### config.mk
export PLATFORM = sky130hd
export DESIGN_NAME = buzz_sched
export DESIGN_NICKNAME = d
export VERILOG_FILES = /design/src/rtl/buzz_pkg.sv /design/src/rtl/buzz_phase_timer.sv /design/src/rtl/buzz_sched.sv
export SDC_FILE = /design/constraint.sdc
export NUM_CORES = 1
export LEC_CHECK = 0
export BUFFER_PORTS_ARGS = -buffer_cell sky130_fd_sc_hd__buf_2
export CAP_MARGIN = 20
export CORE_MARGIN = 2
export CORE_UTILIZATION = 60
export DETAILED_ROUTE_END_ITERATION = 8
export PLACE_DENSITY_LB_ADDON = 0.05
export SLEW_MARGIN = 5
export SYNTH_ARGS = -nofsm -noshare
export SYNTH_HDL_FRONTEND = slang
export SYNTH_HIERARCHICAL = 1
export SYNTH_SLANG_ARGS = --single-unit
### constraint.sdc
create_clock -name clk -period 4.3 [get_ports clk]
set_input_delay 0.86 -clock clk [delete_from_list [all_inputs] [get_ports clk]]
set_output_delay 0.86 -clock clk [all_outputs]
set_load 0.05 [all_outputs]
### src/rtl/buzz_pkg.sv
// Shared types for the buzzer scheduler: FSM states and active-source codes.
package buzz_pkg;

  typedef enum logic [1:0] {
    IDLE = 2'd0,
    ON   = 2'd1,
    OFF  = 2'd2
  } state_t;

  localparam logic [1:0] SRC_NONE  = 2'd0;
  localparam logic [1:0] SRC_KEY   = 2'd1;
  localparam logic [1:0] SRC_CHIME = 2'd2;
  localparam logic [1:0] SRC_ALARM = 2'd3;

endpackage

### src/rtl/buzz_phase_timer.sv
// Loadable down-counter timing one beep phase. After a load of N-1 the
// expire pulse is high during the N-th cycle of the phase, so the owner
// changes phase on the edge that closes a phase of exactly N cycles.
module buzz_phase_timer #(
  parameter int TW = 26
) (
  input  logic          clk,
  input  logic          rst,
  input  logic          load,
  input  logic [TW-1:0] load_val,
  output logic          expire
);

  logic [TW-1:0] cnt;
  logic          armed;

  // Count down after a load; disarm once the last count has been signalled.
  always_ff @(posedge clk or posedge rst) begin
    if (rst) begin
      cnt   <= '0;
      armed <= 1'b0;
    end else if (load) begin
      cnt   <= load_val;
      armed <= 1'b1;
    end else if (armed) begin
      if (cnt == '0) armed <= 1'b0;
      else           cnt   <= cnt - TW'(1);
    end
  end

  assign expire = armed && (cnt == '0);

endmodule

### src/rtl/buzz_sched.sv
// Buzzer scheduler: arbitrates alarm > chime > key-click for one tone path
// and sequences the ON/OFF beep phases. All outputs are registered.
module buzz_sched
  import buzz_pkg::*;
#(
  parameter int HALF_SEC_CYC = 50_000_000,
  parameter int KEY_CYC      = 5_000_000,
  parameter int CNT_W        = 5
) (
  input  logic             clk,
  input  logic             rst,
  input  logic             alarm_req,
  input  logic             chime_req,
  input  logic [CNT_W-1:0] chime_count,
  input  logic             key_req,
  output logic             buzz_en,
  output logic             busy,
  output logic [1:0]       src,
  output logic             chime_done
);

  localparam int TW = $clog2(HALF_SEC_CYC);
  localparam logic [TW-1:0] HALF_LD = TW'(HALF_SEC_CYC - 1);
  localparam logic [TW-1:0] KEY_LD  = TW'(KEY_CYC - 1);

  state_t           state, state_n;
  logic [1:0]       src_n;
  logic             chime_pend, pend_n;
  logic [CNT_W-1:0] beep_cnt, beep_n;
  logic [CNT_W-1:0] chime_lat, count_n;
  logic [CNT_W-1:0] start_cnt;
  logic             done_n;
  logic             load;
  logic [TW-1:0]    load_val;
  logic             expire;

  buzz_phase_timer #(
    .TW (TW)
  ) u_timer (
    .clk      (clk),
    .rst      (rst),
    .load     (load),
    .load_val (load_val),
    .expire   (expire)
  );

  // A fresh chime request overrides whatever count is already latched.
  assign start_cnt = chime_req ? chime_count : chime_lat;

  // Next-state, bookkeeping and next-output decode.
  always_comb begin
    state_n  = state;
    src_n    = src;
    pend_n   = chime_pend;
    beep_n   = beep_cnt;
    count_n  = chime_lat;
    done_n   = 1'b0;
    load     = 1'b0;
    load_val = HALF_LD;
    case (state)
      IDLE: begin
        if (alarm_req) begin
          state_n = ON;
          src_n   = SRC_ALARM;
          load    = 1'b1;
          if (chime_req) begin
            pend_n  = 1'b1;
            count_n = chime_count;
          end
        end else if (chime_req || chime_pend) begin
          pend_n  = 1'b0;
          count_n = start_cnt;
          if (start_cnt != '0) begin
            beep_n  = CNT_W'(1);
            state_n = ON;
            src_n   = SRC_CHIME;
            load    = 1'b1;
          end else begin
            // Zero-beep chime completes at once without sounding.
            done_n = 1'b1;
          end
        end else if (key_req) begin
          state_n  = ON;
          src_n    = SRC_KEY;
          load     = 1'b1;
          load_val = KEY_LD;
        end
      end
      ON, OFF: begin
        if (src == SRC_ALARM) begin
          if (chime_req) begin
            pend_n  = 1'b1;
            count_n = chime_count;
          end
          if (!alarm_req) begin
            state_n = IDLE;
            src_n   = SRC_NONE;
          end else if (expire) begin
            state_n = (state == ON) ? OFF : ON;
            load    = 1'b1;
          end
        end else if (alarm_req) begin
          // Alarm preempts; an interrupted chime is replayed from beep 1 later.
          state_n = ON;
          src_n   = SRC_ALARM;
          load    = 1'b1;
          if (src == SRC_CHIME) pend_n = 1'b1;
        end else if (expire) begin
          if (src == SRC_KEY) begin
            state_n = IDLE;
            src_n   = SRC_NONE;
          end else if (state == ON) begin
            state_n = OFF;
            load    = 1'b1;
          end else if (beep_cnt < chime_lat) begin
            beep_n  = beep_cnt + CNT_W'(1);
            state_n = ON;
            load    = 1'b1;
          end else begin
            state_n = IDLE;
            src_n   = SRC_NONE;
            done_n  = 1'b1;
          end
        end
      end
      default: begin
        state_n = IDLE;
        src_n   = SRC_NONE;
      end
    endcase
  end

  // State, chime bookkeeping and registered outputs.
  always_ff @(posedge clk or posedge rst) begin
    if (rst) begin
      state      <= IDLE;
      src        <= SRC_NONE;
      chime_pend <= 1'b0;
      beep_cnt   <= '0;
      chime_lat  <= '0;
      buzz_en    <= 1'b0;
      busy       <= 1'b0;
      chime_done <= 1'b0;
    end else begin
      state      <= state_n;
      src        <= src_n;
      chime_pend <= pend_n;
      beep_cnt   <= beep_n;
      chime_lat  <= count_n;
      buzz_en    <= (state_n == ON);
      busy       <= (state_n != IDLE);
      chime_done <= done_n;
    end
  end

endmodule

# After elaboration in Yosys (flattened, before gate mapping)
# Index checks and enable logic that the tools add are counted.
# classes
add_sub_neg,2
order_cmp,1
eq_ne,26
muxes,81
reduce_logical,14
# op_table
operator,n
$mux 26,7
$mux 5,13
$mux 2,23
$mux 1,31
$logic_not 26->1,1
$sub 26x1->26 const B,1
$ne 2x2->1 const B,11
$pmux 5 s2,2
$ne 3x3->1 const B,4
$ne 4x4->1 const B,3
$ne 5x5->1 const B,2
$reduce_and 10->1,1
$pmux 2 s2,2
$eq 2x1->1 const B,3
$eq 2x2->1 const B,3
$pmux 1 s2,3
$reduce_and 6->1,1
$reduce_bool 2->1,3
$add 5x1->5 const B,1
$lt 5x5->1,1
$reduce_bool 5->1,1
$reduce_and 4->1,1
$reduce_and 3->1,1
$logic_not 2->1,1
4 further kinds,4
# totals
register_bits,45
input_bits,10
out_inout_bits,5
word_cells,134

# Logic depth before layout (Yosys ltp)
# depth
depth_word,10
depth_mapped,17

# Modules after synthesis
# Netlist, hierarchy kept.
# modules_own_cells
module,instances,cells_per_inst,area_per_inst_um2,seq_area_each_um2
buzz_phase_timer,1,187,1674.1,675.6
buzz_sched,1,153,1360.1,450.4

# Least setup slack after synthesis
# Ideal clock, no wire load.
# synth_timing
path_kind,register -> register
startpoint,register u_timer.cnt[14]
endpoint,register u_timer.cnt[11]
t_arrival_ns,3.281
path_slack_ns,0.878
stages_incl_launch_ff,15
n_path_buf,4
synth_period_minus_slack_ns,3.422
path_cell_list,dfrtp_1 -> or4_1 -> buf_2 -> nor4_2 -> nand4_1 -> nor4_1 -> clkbuf_1 -> nand3b_1 -> nand2b_1 -> a31oi_1 -> clkbuf_1 -> clkbuf_1 -> nor2_1 -> nand4_1 -> nand3_1
# synth_via
elab_chain_len,8
elab_cells_between_ends,12
# synth_lines
element,line,text
from (decl),buzz_phase_timer.sv:14,logic [TW-1:0] cnt;
from (signal assigned),buzz_phase_timer.sv:23,cnt <= load_val;
from (signal assigned),buzz_phase_timer.sv:27,else cnt <= cnt - TW'(1);
$logic_not 26->1 (*),buzz_phase_timer.sv:31,assign expire = armed && (cnt == '0);
$logic_and 1x1->1 (*),buzz_phase_timer.sv:31,
via expire,buzz_sched.sv:35,logic expire;
$mux 1 (on tied branches),"buzz_sched.sv:108, buzz_sched.sv:98",
$mux 1 (on tied branches),"buzz_sched.sv:102, buzz_sched.sv:95",
$mux 1 (*),buzz_sched.sv:90,if (src == SRC_ALARM) begin
$pmux 1 s2 (*),buzz_sched.sv:60,case (state)
via load,buzz_sched.sv:33,logic load;
$ne 2x2->1 (no source line) / $reduce_bool 2->1 (equally long branches),--,
$reduce_and 2->1 (no source line),--,
# The timed path passes the listed nets; every way through them passes the cells marked *.
# A chain may end at the register's enable or synchronous reset.

# Worst setup path after layout
# layout_timing
startpoint,register u_timer.cnt[0]
endpoint,register u_timer.cnt[21]
# The elaborated chain is that of the path after synthesis.

==> metrics.csv <==
metric;value;unit
grt_pass1_wl;11470;um
grt_pass1_vias;2417;
path_cells;inv_1 -> ha_1 -> nor3b_1 -> and2_1 -> nand4_1 -> nor4_1 -> buf_4 -> nor2_1 -> nor2_1 -> o21ai_0 -> a31oi_2 -> inv_1 -> mux2_2;
ios;15;
grt_antenna_before_repair;0;
rsz0062_at_grt;no;
globalRouteTotalUtil;26.45;%
fmaxAchievable;287.8;MHz
cts_hold_buf;0;
grt_max_degree;38;
r2r_start;u_timer/cnt[0];
via_per_inst;6.126;
layout_common_cells;45 x dfrtp_1, 41 x nand2_1, 24 x nor2_1, 18 x o21ai_0, 17 x inv_1;
syn_inst;340;
final_hold_viol_count;0;
post_cts_resize_count;0;
wl_per_cell;15.38;um
stdcell_count;429;
antenna_cells;0;
p_sw_share;45.27;%
synth_cell_types;72;
vias;2628;
die_area;0.005642;mm2
p_sw;909.9;uW
async_flop_share;100.0;%
initial_utilization;63.40;%
utilization;69.07;%
cpLargestDelayFamily;simple AND/OR/NAND/NOR gates;
setup_viol;0;
status;complete, no violations;
postCtsSetupBuffers;0;
relSlewSlack;40.01;%
avgSynthCellArea;8.924;um2
die_h;75.11;um
crit_type;reg2reg;
intPower;1100;uW
grt_overflow;0;
fp.coreArea;0.004786;mm2
clock_latency;0.29;ns
slowest_delay;0.45;ns
pwr-share-comb;50.5;%
rows;25;
hold_class;reg2reg;
cp_data_arrival_time;3.66;ns
drv_cap;0;
ys_warn_count;6;
synth_enable_flop_cells;0;
layout-drive-gt1-share;14.09;%
cp_slowest_cell;nor3b_1;
htreeDepth;2;
routabilityCongestion;0.9083;
hp-start;chime_lat[4];
seq_power_share;36.2;%
cts_tree;built;
clk_pin_slew;0.08;ns
dpl.hpwl;4643;um
dr.first_iter.drc_count;236;
cp-startpoint;u_timer/cnt[0];
vdd_drop_max;0.0004199;V
cts_root_buffer;clkbuf_8;
synthFlopType;dfrtp_1;
tightest_slew;0.8916;ns
finalCritPeriodShare;80.79;%
dp.cells;421;
p_leak;0.001337;uW
p_clk_share;13.3;%
drtPass1Iterations;4;
cts_sinks;45;
min_period;3.474;ns
netlist_area;0.003034;mm2
critPathBufInv;3;
cts_buffers;5;
critPathMaxFanout;20;
drc;0;
die_w;75.11;um
ant_nets;0;
routed_wl;6596;um
ys_ff_latch;45;
cp_data_required_time;4.48;ns
syn2layout_area_growth;8.948;%
power_density;608.0;mW/mm2
whs;0.5507;ns
slew_violations;0;
cts_buffer_depth;2;
final_common_cell;dfrtp_1;
setup-tns-final;0;ns
end_kind;flop;
nets;381;
start_kind;flop;
seq_area_frac_synth;37.11;%
port_buffers;14;
skew;0.003962;ns
-- flip-flops by register name (all words and copies together) (netlist names) --
signal	flops
state	2
src	2
u_timer/cnt	26
chime_lat	5
u_timer/armed	1
busy	1
beep_cnt	5
chime_done	1
buzz_en	1
chime_pend	1
-- per-stage QoR --
stage	total power, uW	setup WS, ns	instance area (um2)
after floorplan	1520	0.8782	3075
after global placement	1711	1.138	3204
after detailed placement	1742	0.9131	3204
after CTS	2013	0.8672	3291
after global routing	2185	0.4617	3306
final	2010	0.8259	3306
-- synth_stat cells (all sizes together) (5+ instances only) --
cell	count	area, um2
ha	9	112.6
nor2	24	90.09
nand2b	6	37.54
nor3	6	30.03
dfrtp	45	1126
a211oi	6	67.56
xnor2	10	87.58
clkbuf	10	37.54
buf	5	23.77
inv	18	67.56
or4	9	67.56
or3	9	61.31
o211ai	6	45.04
nand3	8	40.04
a31oi	12	75.07
mux2	8	93.84
nand2	41	153.9
nand4	7	43.79
nor4	7	62.56
a21oi	13	68.82
o21ai	20	100.1
-- power groups by stage --
stage          sequential (uW)  combinational [uW]  clock [uW]
6_report                   728                1010         267
5_1_grt                    756                1140         289
4_1_cts                    727                1010         273
3_5_place_dp               734                1010           0
3_3_place_gp               729                 983           0
2_1_floorplan              762                 758           0
-- cell families after synthesis --
| logic type | count (synthesis) | share of synthesized area (%) |
|---|---|---|
| AND/OR/NAND/NOR | 136 | 24.37 |
| AO/OA/AOI/OAI | 93 | 23.30 |
| flip-flops | 45 | 37.11 |
| buffers and inverters | 34 | 4.371 |
| XOR/XNOR | 12 | 3.464 |
| adder cells (fa/ha/maj) | 9 | 3.711 |
| multiplexers | 9 | 3.423 |
| other | 2 | 0.2475 |
-- final timing paths --
path | slack (ns) | end | cells past startpoint
setup / recovery | 0.83 | u_timer/cnt[21] | 13
hold / removal | 0.55 | chime_lat[4] | 1
setup reg to reg | 0.83 | u_timer/cnt[21] | 13
hold reg to reg | 0.55 | chime_lat[4] | 1
max in group asynchronous | 3.14 | chime_done | 2
min in group asynchronous | 0.62 | u_timer/cnt[9] | 2
-- per-layer routing --
| metal | track usage, % | vias up | routed length, um |
|---|---|---|---|
| met5 | 0 | - | 0 |
| met4 | 7.540 | 0 | 58 |
| met2 | 38.99 | 83 | 2922 |
| li1 | - | 1291 | - |
| met1 | 39.71 | 1250 | 3230 |
| met3 | 4.953 | 4 | 384 |
-- cell type report --
| cell class | count | area (um2) |
|---|---|---|
| Clock buffer | 7 | 86.33 |
| Fill cell | 417 | 1480 |
| Inverter | 19 | 71.32 |
| Multi-Input combinational cell | 272 | 1823 |
| Sequential cell | 45 | 1126 |
| Tap cell | 67 | 83.83 |
| Timing Repair Buffer | 19 | 115.1 |
No activity file was read; power rests on OpenSTA's default activity.
